--- config.mk ---
export PLATFORM = sky130hd
export DESIGN_NAME = gpio_in_debounce_irq_flat
export DESIGN_NICKNAME = d
export VERILOG_FILES = /design/src/rtl/gpio_in_debounce_irq_if.sv /design/src/rtl/gpio_in_debounce_irq.sv /design/src/flat_wrapper.sv
export SDC_FILE = /design/constraint.sdc
export NUM_CORES = 1
export LEC_CHECK = 0
export CORE_ASPECT_RATIO = 0.9
export CORE_MARGIN = 3
export CORE_UTILIZATION = 45
export DETAILED_ROUTE_END_ITERATION = 10
export PLACE_DENSITY = 0.8
export SKIP_CTS_REPAIR_TIMING = 1
export SLEW_MARGIN = 30
export SYNTH_ARGS = -nofsm -noshare
export SYNTH_HDL_FRONTEND = slang
export SYNTH_SLANG_ARGS = --single-unit
--- constraint.sdc ---
create_clock -name clk -period 1.1 [get_ports clk]
set_input_delay 0.11 -clock clk [delete_from_list [all_inputs] [get_ports clk]]
set_output_delay 0.11 -clock clk [all_outputs]
set_load 0.05 [all_outputs]
--- src/rtl/gpio_in_debounce_irq_if.sv ---
// Avalon-MM slave register bus for gpio_in_debounce_irq: the host drives
// address/chipselect/write_n/writedata, the PIO returns readdata one clock later.
interface gpio_in_debounce_irq_if;
    logic [1:0]  address;
    logic        chipselect;
    logic        write_n;
    logic [31:0] writedata;
    logic [31:0] readdata;

    // Write takes effect when chipselect is high and write_n is low on a rising
    // clk edge; readdata always reflects the register selected on the previous edge.
    modport master (
        output address, chipselect, write_n, writedata,
        input  readdata
    );

    modport slave (
        input  address, chipselect, write_n, writedata,
        output readdata
    );
endinterface

--- src/rtl/gpio_in_debounce_irq.sv ---
// Input PIO: per-bit two-flop synchroniser, optional debounce, edge capture
// register (per-bit W1C or clear-all) and a masked level interrupt.
module gpio_in_debounce_irq #(
    parameter int WIDTH           = 10,
    parameter int DEBOUNCE_CYCLES = 0,
    parameter int EDGE_TYPE       = 0,
    parameter int BIT_CLEAR       = 1
) (
    input  logic                  clk,
    input  logic                  reset_n,
    gpio_in_debounce_irq_if.slave bus,
    input  logic [WIDTH-1:0]      in_port,
    output logic                  irq
);

    logic [WIDTH-1:0] r_sync1;
    logic [WIDTH-1:0] r_sync2;
    logic [WIDTH-1:0] r_stable;
    logic [WIDTH-1:0] r_stable_d;
    logic [WIDTH-1:0] r_edge_capture;
    logic [WIDTH-1:0] r_irq_mask;
    logic [31:0]      r_readdata;

    logic [WIDTH-1:0] w_rise;
    logic [WIDTH-1:0] w_fall;
    logic [WIDTH-1:0] w_edge;
    logic [WIDTH-1:0] w_wdata;
    logic [WIDTH-1:0] w_ec_next;
    logic             w_wr;
    logic             w_wr_mask;
    logic             w_wr_ec;
    logic [31:0]      w_rd_mux;
    logic             w_unused;

    always_ff @(posedge clk or negedge reset_n) begin
        if (!reset_n) begin
            r_sync1 <= '0;
            r_sync2 <= '0;
        end else begin
            r_sync1 <= in_port;
            r_sync2 <= r_sync1;
        end
    end

    generate
        if (DEBOUNCE_CYCLES == 0) begin : g_bypass
            always_ff @(posedge clk or negedge reset_n) begin
                if (!reset_n) begin
                    r_stable <= '0;
                end else begin
                    r_stable <= r_sync2;
                end
            end
        end else begin : g_debounce
            localparam int CNT_W = $clog2(DEBOUNCE_CYCLES + 1);
            localparam logic [CNT_W-1:0] CNT_LAST = CNT_W'(DEBOUNCE_CYCLES - 1);

            logic [CNT_W-1:0] r_cnt [WIDTH];

            // The counter only runs while the synchronised input disagrees with
            // the accepted value, so any bounce back restarts the qualification.
            always_ff @(posedge clk or negedge reset_n) begin
                if (!reset_n) begin
                    r_stable <= '0;
                    for (int i = 0; i < WIDTH; i++) begin
                        r_cnt[i] <= '0;
                    end
                end else begin
                    for (int i = 0; i < WIDTH; i++) begin
                        if (r_sync2[i] == r_stable[i]) begin
                            r_cnt[i] <= '0;
                        end else if (r_cnt[i] == CNT_LAST) begin
                            r_stable[i] <= r_sync2[i];
                            r_cnt[i]    <= '0;
                        end else begin
                            r_cnt[i] <= r_cnt[i] + CNT_W'(1);
                        end
                    end
                end
            end
        end
    endgenerate

    always_ff @(posedge clk or negedge reset_n) begin
        if (!reset_n) begin
            r_stable_d <= '0;
        end else begin
            r_stable_d <= r_stable;
        end
    end

    assign w_rise = r_stable & ~r_stable_d;
    assign w_fall = ~r_stable & r_stable_d;
    assign w_edge = (EDGE_TYPE == 0) ? w_rise :
                    (EDGE_TYPE == 1) ? w_fall : (w_rise | w_fall);

    assign w_wr      = bus.chipselect & ~bus.write_n;
    assign w_wr_mask = w_wr & (bus.address == 2'd2);
    assign w_wr_ec   = w_wr & (bus.address == 2'd3);
    assign w_wdata   = bus.writedata[WIDTH-1:0];
    assign w_unused  = &{1'b0, bus.writedata};

    generate
        if (BIT_CLEAR != 0) begin : g_w1c
            // A new edge in the clearing cycle survives, so no event is lost.
            assign w_ec_next = w_edge | (r_edge_capture & ~(w_wdata & {WIDTH{w_wr_ec}}));
        end else begin : g_clear_all
            assign w_ec_next = w_wr_ec ? '0 : (r_edge_capture | w_edge);
        end
    endgenerate

    always_ff @(posedge clk or negedge reset_n) begin
        if (!reset_n) begin
            r_edge_capture <= '0;
            r_irq_mask     <= '0;
        end else begin
            r_edge_capture <= w_ec_next;
            if (w_wr_mask) begin
                r_irq_mask <= w_wdata;
            end
        end
    end

    always_comb begin
        w_rd_mux = '0;
        case (bus.address)
            2'd0:    w_rd_mux = 32'(r_stable);
            2'd2:    w_rd_mux = 32'(r_irq_mask);
            2'd3:    w_rd_mux = 32'(r_edge_capture);
            default: w_rd_mux = '0;
        endcase
    end

    // Read path ignores chipselect; an addr-3 read shows the pre-clear value.
    always_ff @(posedge clk or negedge reset_n) begin
        if (!reset_n) begin
            r_readdata <= '0;
        end else begin
            r_readdata <= w_rd_mux;
        end
    end

    assign bus.readdata = r_readdata;
    assign irq          = |(r_edge_capture & r_irq_mask);

endmodule

--- src/flat_wrapper.sv ---
// flat-port wrapper written by rule: the top's interface ports become plain ports
module gpio_in_debounce_irq_flat 
#(
    parameter int WIDTH           = 10,
    parameter int DEBOUNCE_CYCLES = 0,
    parameter int EDGE_TYPE       = 0,
    parameter int BIT_CLEAR       = 1
)
  (clk, reset_n, in_port, irq, bus_address, bus_chipselect, bus_write_n, bus_writedata, bus_readdata);
  gpio_in_debounce_irq_if bus_i ();
  input  logic clk;
  input  logic reset_n;
  input  logic [WIDTH-1:0] in_port;
  output logic irq;
  input wire logic [$bits(bus_i.address)-1:0] bus_address;
  input wire logic [$bits(bus_i.chipselect)-1:0] bus_chipselect;
  input wire logic [$bits(bus_i.write_n)-1:0] bus_write_n;
  input wire logic [$bits(bus_i.writedata)-1:0] bus_writedata;
  output wire logic [$bits(bus_i.readdata)-1:0] bus_readdata;
  assign bus_i.address = bus_address;
  assign bus_i.chipselect = bus_chipselect;
  assign bus_i.write_n = bus_write_n;
  assign bus_i.writedata = bus_writedata;
  assign bus_readdata = bus_i.readdata;
  gpio_in_debounce_irq #(.WIDTH(WIDTH), .DEBOUNCE_CYCLES(DEBOUNCE_CYCLES), .EDGE_TYPE(EDGE_TYPE), .BIT_CLEAR(BIT_CLEAR)) u_core (.clk(clk), .reset_n(reset_n), .bus(bus_i), .in_port(in_port), .irq(irq));
endmodule
# [After elaboration in Yosys (flattened, before gate mapping)]
# Index checks and enable logic that the tools add are counted.
[word_totals] regBits=92 in_bits=48 output_inout_bits=33 wordCells=23
[op_classes] n_eq_ne=2 n_mux=1 bitwise_logic=11 n_reduce_logical=2
[op_table] op="$and 10x10->10" n=4
[op_table] op="$pmux 10 s3" n=1
[op_table] op="$not 10->10" n=2
[op_table] op="$or 10x10->10" n=1
[op_table] op="$reduce_or 10->1" n=1
[op_table] op="$eq 2x2->1 const B" n=2
[op_table] op="$and 1x1->1" n=3
[op_table] op="$logic_not 2->1" n=1
[op_table] op="$not 1->1" n=1

# [Depth between registers and ports, before layout]
[logic_depth] ltp_word=7 depth_mapped=4 mapped_depth_nobuf=3

# [Worst setup path before layout]
# Ideal clock, no wire load.
[synth_timing] path_kind="register to output" from="register u_core.r_irq_mask[5]" to="output irq" t_arrival_ns=1.296 required_ns=0.990 path_slack_ns=-0.306 stages_incl_launch_ff=4 path_buffers=0 path_cell_list="dfrtp_1 -> a22o_1 -> a221oi_1 -> nand4_1"
[synth_via] elab_chain_len=2
[synth_lines] item="start: declaration" line="gpio_in_debounce_irq.sv:21" rtl="logic [WIDTH-1:0] r_irq_mask;"
[synth_lines] item="start signal: assignment" line="gpio_in_debounce_irq.sv:119" rtl="r_irq_mask <= w_wdata;"
[synth_lines] item="$and 10x10->10" line="gpio_in_debounce_irq.sv:144" rtl="assign irq = |(r_edge_capture & r_irq_mask);"
[synth_lines] item="$reduce_or 10->1" line="gpio_in_debounce_irq.sv:144"
[synth_lines] item="end: declaration" line="flat_wrapper.sv:14" rtl="output logic irq;"
# Every way passes these cells.

# [Worst setup path in the final report]
[layout_timing] from="register u_core.r_edge_capture[5]" to="output irq"
[layout_via] elab_chain_len=2
[layout_lines] item="start: declaration" line="gpio_in_debounce_irq.sv:20" rtl="logic [WIDTH-1:0] r_edge_capture;"
[layout_lines] item="start signal: assignment" line="gpio_in_debounce_irq.sv:117" rtl="r_edge_capture <= w_ec_next;"
[layout_lines] item="$and 10x10->10" line="gpio_in_debounce_irq.sv:144"
[layout_lines] item="$reduce_or 10->1" line="gpio_in_debounce_irq.sv:144"
# Every way passes these cells.

==> qor.yml <==
rrSetupSlack_ns: 0.01
synth.area.top_cells: "dfrtp_1 69%, a22o_1 7.3%, buf_4 6.8%, mux2_4 5.9%, mux2_2 4.4%"
netlist_instances: 166
viasPerCell: 4.79
grt_max_degree: 36
rows: 25
drc_errors: 0
cp_max_fo: 2
yosysTopAreaCell: "dfrtp_1"
portBuffers: 36
ys_warn_count: 0
crit_chain: "a22o_1 > a221oi_2 > nand4_1 > buf_6"
p_leak_nw: 1.59
fillers: 378
tritoncts: "yes"
yosys.area.top_type_share_pct: 69.1
min_path_type: "input pin to async pin"
grt_pass1_vias: 1511
timing.final.ws_setup_ns: -0.524
grt_pass1_wl_um: 7300
violations: "setup timing"
seq_area_frac_synth_pct: 69.1
synth_most_common_cell: "dfrtp_1"
multi_input_area_um2: 643
drt_iter0_markers: 62
grtUsageMet3_pct: 6.77
reg2reg_to: "u_core.bus.readdata[5]"
root_buffer: "clkbuf_8"
vias: 1412
cts_buffer_depth: 2
seq_area_mm2: 0.00175
die_w_um: 85.1
io_pins: 81
crit_type: "flip-flop to output pin"
ys_ff_latch: 70
async_flop_share_pct: 100
critPathCaptureType: "output pin"
htreeDepth: 3
die-area_mm2: 0.00657
r2r_cells: 3
cp.arrival_ns: 1.51
setup_viol: 1
place_inst: 278
wl_per_cell_um: 14.7
drv_cap: 0
gp_congestion: 0.738
crit_path_max_incr_delay_ns: 0.38
insertion_delay_ns: 0.34
core_area_mm2: 0.00535
rsz0062_at_grt: "true"
grt_antenna_before_repair: 0
crit_required_ns: 0.99
tritoncts.num_buffers: 9
die_h_um: 77.2
drive_gt1_share_pct: 28.1
ant_nets: 0
r2r_start: "u_core.r_irq_mask[5]"
wl_um: 4320
syn_avg_cell_area_um2: 15.3
min_period_ns: 1.62
track_usage_pct: 14.8
critical_path.startpoint_type: "flip-flop"
drtPass1Iterations: 4
cp_slowest_cell: "dfrtp_1"
nets: 271
drv_slew: 0
met1_usage_pct: 17.6
post-route-period-util_pct: 148
max_freq_ghz: 0.616
status: "finished with violations"
fin_skew_ns: 0.00575
start_util_pct: 47.4
fin_cells: 295
clock_sinks: 70
path_clk_slew_ns: 0.07
utilization_pct: 62.7
irDropWorstVdd_v: 0.00105
met2_usage_pct: 22.9
final-hold-violation-count: 0
area_growth_pct: 32.3
synth_edf_count: 0
yosys-top-cells-count: "70 x dfrtp_1, 23 x buf_4, 21 x a22o_1"
finalSetupTns_ns: -0.524
antennaDiodeCount: 0
p_per_area_mw_per_mm2: 1870
synthDistinctLibCells: 17
synth_flop_cell: "dfrtp_1"
syn_area_mm2: 0.00254
grt_busiest_layer: "met2"
hpwl_um: 3060
globalRouteOverflowTotal: 0
==> kinds of logic (layout without fill, tap and decap cells) <==
| logic type | Yosys count | in the layout | share of synthesized area [%] |
|---|---|---|---|
| and+or+nand+nor | 14 | 14 | 2.86 |
| buffers and inverters | 36 | 77 | 9.08 |
| AOI/OAI and AO/OA | 25 | 25 | 8.49 |
| DFF | 70 | 70 | 69.1 |
| other | 1 | 22 | 0.148 |
| muxes | 20 | 20 | 10.4 |
==> state kept, by name (all words and copies together) (netlist names) <==
| register | flops |
|---|---|
| u_core.bus.readdata | 10 |
| u_core.r_edge_capture | 10 |
| u_core.r_irq_mask | 10 |
| u_core.r_stable | 10 |
| u_core.r_stable_d | 10 |
| u_core.r_sync1 | 10 |
| u_core.r_sync2 | 10 |
==> cell type report <==
class | count | area share, %
Tap cell | 67 | 2.50
Multi-Input combinational cell | 81 | 19.2
Inverter | 10 | 1.12
Clock inverter | 5 | 2.46
Sequential cell | 70 | 52.2
Clock buffer | 11 | 4.21
Timing Repair Buffer | 51 | 18.3
==> routing by layer <==
metal	up-vias	wire length, um
met2	60	2030
met5	-	0
met1	704	1840
li1	636	-
met4	0	118
met3	12	330
==> power by group <==
group | switching, mW | total (mW) | internal (mW)
Sequential | 0.159 | 2.95 | 2.80
Combinational | 0.539 | 1.08 | 0.541
Clock | 0.895 | 2.24 | 1.34
Total | 1.59 | 6.27 | 4.68
==> per-stage QoR <==
stage / total power [mW] / setup WS (ns) / instance area [um^2] / hold WS [ns]
6_report: 6.27 / -0.524 / 3360 / 0.161
5_1_grt: 6.55 / -0.611 / 3360 / 0.174
3_5_place_dp: 4.08 / -0.404 / 3100 / -0.0127
2_1_floorplan: 3.64 / -0.258 / 2620 / -0.186
3_3_place_gp: 4.05 / -0.372 / 3100 / -0.0161
4_1_cts: 6.34 / -0.545 / 3320 / -0.386
==> placed cells by master (no fill, tap or decap), types with 9 or more instances in the layout <==
cell type        synthesis  final
buf_12                   0     12
a22o_1                  21     21
clkdlybuf4s50_1          0     21
mux2_4                  10     11
inv_1                   10     10
mux2_2                  10      9
dfrtp_1                 70     70
conb_1                   1     22
buf_4                   23      9
clkbuf_8                 0     10
nand2_1                 10     10
==> worst max-delay path by stage <==
stage / start / to / slack, ns / depth (start not counted)
after global routing: u_core.r_edge_capture[5] / irq / -0.61 / 4
after detailed placement: bus_address[0] / u_core.r_irq_mask[1] / -0.40 / 4
after global placement: bus_address[0] / u_core.r_irq_mask[1] / -0.37 / 4
after CTS: u_core.r_edge_capture[5] / irq / -0.54 / 4
after floorplan: u_core.r_edge_capture[5] / irq / -0.26 / 3
final: u_core.r_edge_capture[5] / irq / -0.52 / 4
==> critical path: cells and delay by family (launching register included) <==
family | cells | cell delay (ns)
buf+inv | 1 | 0.19
compound gates | 2 | 0.45
flops | 1 | 0.38
simple gates | 1 | 0.16
No activity file was read; power rests on OpenSTA's default activity.
